File: config.mk
export PLATFORM = sky130hd
export DESIGN_NAME = ex_muldiv_iter
export DESIGN_NICKNAME = d
export VERILOG_FILES = /design/src/rtl/ex_muldiv_iter.sv
export SDC_FILE = /design/constraint.sdc
export NUM_CORES = 1
export LEC_CHECK = 0
export ABC_AREA = 1
export CORE_ASPECT_RATIO = 1.5
export CORE_MARGIN = 2
export CORE_UTILIZATION = 45
export CTS_CLUSTER_SIZE = 30
export DETAILED_ROUTE_END_ITERATION = 8
export PLACE_DENSITY = 0.7
export SLEW_MARGIN = 10
export SYNTH_ARGS = -nofsm -noshare
export SYNTH_HDL_FRONTEND = slang
export SYNTH_SLANG_ARGS = --single-unit
File: constraint.sdc
create_clock -name clk -period 3.05 [get_ports clk]
set_clock_uncertainty 0.2 [all_clocks]
set_input_delay 0.7625 -clock clk [delete_from_list [all_inputs] [get_ports clk]]
set_output_delay 0.7625 -clock clk [all_outputs]
set_load 0.01 [all_outputs]
File: src/rtl/ex_muldiv_iter.sv
// Iterative RV32M multiply/divide unit for the EX stage.
// One result bit per cycle; divide-by-zero and signed overflow take a 1-cycle fast path.
module ex_muldiv_iter #(
   parameter int unsigned XLEN  = 32,
   parameter int unsigned CNT_W = 6
) (
   input  logic            clk,
   input  logic            reset_n,
   input  logic            valid_i,
   input  logic [2:0]      funct3_i,
   input  logic [XLEN-1:0] op_a_i,
   input  logic [XLEN-1:0] op_b_i,
   input  logic [4:0]      rd_i,
   input  logic            flush_i,
   output logic            stall_o,
   output logic            busy_o,
   output logic            done_o,
   output logic [XLEN-1:0] result_o,
   output logic [4:0]      rd_o
);

   localparam logic [XLEN-1:0] MinInt = {1'b1, {(XLEN-1){1'b0}}};

   typedef enum logic [1:0] {StIdle, StCalc, StFix, StDone} state_e;

   state_e              state_q, state_d;
   logic [CNT_W-1:0]    cnt_q, cnt_d;
   logic [2*XLEN-1:0]   acc_q, acc_d;     // {hi, lo}: product, or {remainder, quotient}
   logic [XLEN-1:0]     mag_b_q, mag_b_d;
   logic [2:0]          f3_q, f3_d;
   logic                neg_q, neg_d;     // operand signs differ
   logic                sgn_a_q, sgn_a_d; // remainder sign
   logic [XLEN-1:0]     result_q, result_d;
   logic [4:0]          rd_q, rd_d;

   // Operand decode at accept
   logic            in_div, a_signed, b_signed, sign_a, sign_b;
   logic [XLEN-1:0] abs_a, abs_b;
   logic            div_zero, div_ovf;

   assign in_div   = funct3_i[2];
   assign a_signed = in_div ? ~funct3_i[0] : (funct3_i[1:0] == 2'b01 || funct3_i[1:0] == 2'b10);
   assign b_signed = in_div ? ~funct3_i[0] : (funct3_i[1:0] == 2'b01);
   assign sign_a   = a_signed & op_a_i[XLEN-1];
   assign sign_b   = b_signed & op_b_i[XLEN-1];
   assign abs_a    = sign_a ? ({XLEN{1'b0}} - op_a_i) : op_a_i;
   assign abs_b    = sign_b ? ({XLEN{1'b0}} - op_b_i) : op_b_i;
   assign div_zero = in_div && (op_b_i == '0);
   assign div_ovf  = in_div && !funct3_i[0] && (op_a_i == MinInt) && (op_b_i == '1);

   // Iteration datapath
   logic [XLEN:0]     mul_sum, div_trial, div_diff;
   logic [2*XLEN-1:0] mul_next, div_next;
   logic [2*XLEN-1:0] prod_fix;
   logic [XLEN-1:0]   quot_fix, rem_fix;

   assign mul_sum   = {1'b0, acc_q[2*XLEN-1:XLEN]} + (acc_q[0] ? {1'b0, mag_b_q} : '0);
   assign mul_next  = {mul_sum, acc_q[XLEN-1:1]};
   assign div_trial = {acc_q[2*XLEN-1:XLEN], acc_q[XLEN-1]};
   assign div_diff  = div_trial - {1'b0, mag_b_q};
   // A clear borrow bit means the trial remainder covers the divisor
   assign div_next  = div_diff[XLEN]
                    ? {div_trial[XLEN-1:0], acc_q[XLEN-2:0], 1'b0}
                    : {div_diff[XLEN-1:0],  acc_q[XLEN-2:0], 1'b1};

   assign prod_fix = neg_q ? ({(2*XLEN){1'b0}} - acc_q) : acc_q;
   assign quot_fix = neg_q ? ({XLEN{1'b0}} - acc_q[XLEN-1:0]) : acc_q[XLEN-1:0];
   assign rem_fix  = sgn_a_q ? ({XLEN{1'b0}} - acc_q[2*XLEN-1:XLEN]) : acc_q[2*XLEN-1:XLEN];

   // Next-state, iteration and result selection
   always_comb begin
      state_d  = state_q;
      cnt_d    = cnt_q;
      acc_d    = acc_q;
      mag_b_d  = mag_b_q;
      f3_d     = f3_q;
      neg_d    = neg_q;
      sgn_a_d  = sgn_a_q;
      result_d = result_q;
      rd_d     = rd_q;

      unique case (state_q)
         StIdle: begin
            if (valid_i && !flush_i) begin
               f3_d    = funct3_i;
               rd_d    = rd_i;
               mag_b_d = abs_b;
               neg_d   = sign_a ^ sign_b;
               sgn_a_d = sign_a;
               if (div_zero) begin
                  result_d = funct3_i[1] ? op_a_i : '1;
                  state_d  = StDone;
               end else if (div_ovf) begin
                  result_d = funct3_i[1] ? '0 : MinInt;
                  state_d  = StDone;
               end else begin
                  acc_d   = {{XLEN{1'b0}}, abs_a};
                  cnt_d   = CNT_W'(XLEN);
                  state_d = StCalc;
               end
            end
         end
         StCalc: begin
            acc_d = f3_q[2] ? div_next : mul_next;
            cnt_d = cnt_q - 1'b1;
            if (cnt_q == CNT_W'(1)) state_d = StFix;
         end
         StFix: begin
            case (f3_q)
               3'b000:                 result_d = prod_fix[XLEN-1:0];
               3'b001, 3'b010, 3'b011: result_d = prod_fix[2*XLEN-1:XLEN];
               3'b100, 3'b101:         result_d = quot_fix;
               default:                result_d = rem_fix;
            endcase
            state_d = StDone;
         end
         StDone: state_d = StIdle;
         default: state_d = StIdle;
      endcase

      // A flush abandons the op and leaves the previous result in place
      if (flush_i) begin
         state_d  = StIdle;
         result_d = result_q;
      end
   end

   // State and datapath registers
   always_ff @(posedge clk or negedge reset_n) begin
      if (!reset_n) begin
         state_q  <= StIdle;
         cnt_q    <= '0;
         acc_q    <= '0;
         mag_b_q  <= '0;
         f3_q     <= '0;
         neg_q    <= 1'b0;
         sgn_a_q  <= 1'b0;
         result_q <= '0;
         rd_q     <= '0;
      end else begin
         state_q  <= state_d;
         cnt_q    <= cnt_d;
         acc_q    <= acc_d;
         mag_b_q  <= mag_b_d;
         f3_q     <= f3_d;
         neg_q    <= neg_d;
         sgn_a_q  <= sgn_a_d;
         result_q <= result_d;
         rd_q     <= rd_d;
      end
   end

   assign stall_o  = ((state_q == StIdle) && valid_i && !flush_i) ||
                     (state_q == StCalc) || (state_q == StFix);
   assign busy_o   = (state_q != StIdle);
   assign done_o   = (state_q == StDone) && !flush_i;
   assign result_o = result_q;
   assign rd_o     = rd_q;

endmodule
==> impl_metrics.tcl <==
set metrics [dict create \
    ir_drop_mv 0.810 \
    routed_wl_um 87600 \
    start_kind "flop" \
    tightestPinTransition_ns 0.677 \
    gr-total-overflow 0 \
    syn_nets 3250 \
    cts_hold_buf 0 \
    num_vias 22560 \
    drv_cap 0 \
    gr-usage-met2 0.720 \
    leakagePower_uw 0.0113 \
    ioPinCount 116 \
    drv_slew 0 \
    insertion_delay_ns 0.46 \
    start_util 0.455 \
    p_per_area_nw_per_um2 1290 \
    min_path_type "in2async" \
    grt_pass1_vias 21927 \
    cts_max_level 4 \
    syn2layout_area_growth_pct 24.9 \
    sw_frac_of_total 0.606 \
    max_freq_mhz 336 \
    clock_power_share 0.078 \
    ys_ff_latch 146 \
    grt_busiest_layer "met2" \
    dp_hpwl_um 68100 \
    syn_area_per_cell_sq_um 5.63 \
    met1_usage 0.411 \
    fin_nets 3554 \
    hold_viol 0 \
    seq_area_frac_synth 0.210 \
    max-slew-margin-rel 0.548 \
    endpoint_kind "flop" \
    numPortBuffers 115 \
    fp-row-count 88 \
    tritoncts "yes" \
    core-area_sq_um 38300 \
    die_x_um 165 \
    power_switching_uw 17000 \
    vias_per_cell 5.77 \
    crit_arrival_ns 3.11 \
    synth_async_sr_flop_share 1.00 \
    syn_inst 3096 \
    die_y_um 245 \
    drtPass1Iterations 8 \
    ant_nets 0 \
    setup_viol 0 \
    p_seq_frac 0.153 \
    clk_pin_slew_worst_paths_ns 0.08 \
    ys.flop_type "dfrtp_1" \
    syn-cell-area_sq_um 17400 \
    final_util 0.568 \
    worstSetupPathType "reg2reg" \
    fin_crit_sh 0.975 \
    yosysUniqueCellTypes 47 \
    grt_pass1_wl_um 130000 \
    synth_edf_count 0 \
    mostFrequentLayoutCells "nand2_1 (980), inv_1 (403), nand3_1 (325)" \
    global_route.usage.met3 0.133 \
    final_cell_area_sq_um 21800 \
    cts_root_buf "clkbuf_16" \
    antenna_found_initial 8 \
    cts_buffer_depth 2 \
    wl_per_cell_um 22.4 \
    min_period_ns 2.97 \
    place_area_sq_um 20800 \
    drc_errors 0 \
    cts.sinks 146 \
    p_int_uw 11100 \
    drt_iter0_drc 2099 \
    pwr-share-comb 0.769 \
    crit_required_ns 3.19 \
    cp_max_fo 11 \
    layout-drive-gt1-share 0.123 \
    cts_buffers 17 \
    status "completed" \
    grt_util_all_layers 0.435 \
    final_common_cell "nand2_1" \
    yosysWarnings 0 \
    grt_max_degree 62 \
    globalplace.congestion 1.04 \
    die-area_sq_um 40300 \
]
==> cell type report <==
type                            instances  area [sq um]
Fill cell                            3945         16600
Multi-Input combinational cell       2431         11900
Sequential cell                       146          3670
Timing Repair Buffer                  388          3380
Inverter                              416          1570
Tap cell                              495           619
Clock buffer                           17           425
Clock inverter                         15           150
Antenna cell                            5          12.5
==> final timing paths <==
| path | start | cells after the start | to | slack (ns) |
|---|---|---|---|---|
| hold / removal | reset_n | 1 | result_o[12]$_DFFE_PN0P_ | 0.04 |
| hold reg to reg | rd_o[0]$_DFFE_PN0P_ | 2 | rd_o[0]$_DFFE_PN0P_ | 0.28 |
| max in group asynchronous | reset_n | 2 | f3_q[2]$_DFFE_PN0P_ | 1.79 |
| setup reg to reg | mag_b_q[26]$_DFFE_PN0P_ | 14 | acc_q[38]$_DFFE_PN0P_ | 0.08 |
| min in group clk | rd_o[0]$_DFFE_PN0P_ | 2 | rd_o[0]$_DFFE_PN0P_ | 0.28 |
| setup / recovery | mag_b_q[26]$_DFFE_PN0P_ | 14 | acc_q[38]$_DFFE_PN0P_ | 0.08 |
==> registers in the layout (all words and copies together) (netlist names) <==
signal	cells
state_q	2
acc_q	64
f3_q	3
mag_b_q	32
neg_q	1
rd_o	5
sgn_a_q	1
result_o	32
cnt_q	6
==> power by group through the flow <==
| stage | clock network, uW | logic [uW] | registers [uW] |
|---|---|---|---|
| global route | 2280 | 23400 | 4350 |
| global placement | 0 | 19700 | 4160 |
| finish | 2190 | 21600 | 4290 |
| CTS | 2190 | 20000 | 4140 |
| floorplan | 0 | 12600 | 3740 |
| detailed placement | 0 | 19900 | 4170 |
==> metal layers <==
metal,vias up,part of all wire
li1,10574,-
met1,10422,0.32
met2,1108,0.48
met3,450,0.077
met4,6,0.13
met5,-,0.00035
==> through the flow <==
stage	TNS (ns)	worst slack, ns	hold WS (ns)	instances	power [uW]
2_1_floorplan	0	0.0402	0.256	3096	16300
3_3_place_gp	-31.44	-0.495	0.254	3866	23800
6_report	0	0.0764	0.0448	3913	28100
4_1_cts	0	0.00328	0.0602	3898	26300
3_5_place_dp	-36.36	-0.553	0.263	3866	24000
5_1_grt	-0.106	-0.0244	0.0620	3908	30000
==> worst max-delay path, stage by stage (launching register included) <==
cell	delay, ns
dfrtp_1	0.61
inv_1	0.09
ha_1	0.34
nand2_1	0.12
nor2_1	0.20
and2_1	0.19
and2_1	0.13
nand2_1	0.09
nand2_1	0.11
nand2_1	0.09
nand2_4	0.14
buf_12	0.16
o21ai_1	0.13
o21ai_1	0.19
nand2_1	0.06
==> cells in the mapped netlist, types with 9 or more instances <==
| master | instances | area (sq um) |
|---|---|---|
| xor2_1 | 36 | 315 |
| nand3_1 | 332 | 1660 |
| ha_1 | 76 | 951 |
| o21ai_0 | 211 | 1060 |
| a21oi_1 | 198 | 991 |
| nand3b_1 | 13 | 97.6 |
| nand2_2 | 10 | 62.6 |
| dfrtp_1 | 146 | 3650 |
| clkbuf_1 | 49 | 184 |
| xnor2_1 | 18 | 158 |
| o21ai_1 | 21 | 105 |
| nor3_1 | 27 | 135 |
| nand4_1 | 41 | 257 |
| o21bai_1 | 12 | 90.1 |
| nor2_1 | 328 | 1230 |
| nor2_2 | 12 | 75.1 |
| buf_2 | 24 | 120 |
| or2_2 | 10 | 62.6 |
| inv_1 | 405 | 1520 |
| a21boi_1 | 22 | 165 |
| nor4_1 | 9 | 56.3 |
| nand2_1 | 996 | 3740 |
| buf_1 | 18 | 67.6 |
==> kinds of logic (layout without fill, tap and decap cells) <==
logic type,after synthesis,count (layout),synth area share
flops,146,146,0.210
buf+inv,519,836,0.117
xor+xnor,54,54,0.0271
compound gates,502,502,0.155
other cells,0,5,0
simple gates,1797,1797,0.435
fa+ha+maj,78,78,0.0569
==> what timing repair did <==
item	CTS	global route
cloned	0	3
buffers inserted	0	7
endpoints found under the setup margin	26	93
pin swaps	0	3
resized for setup	6	72
(Power assumes the default switching activity.)
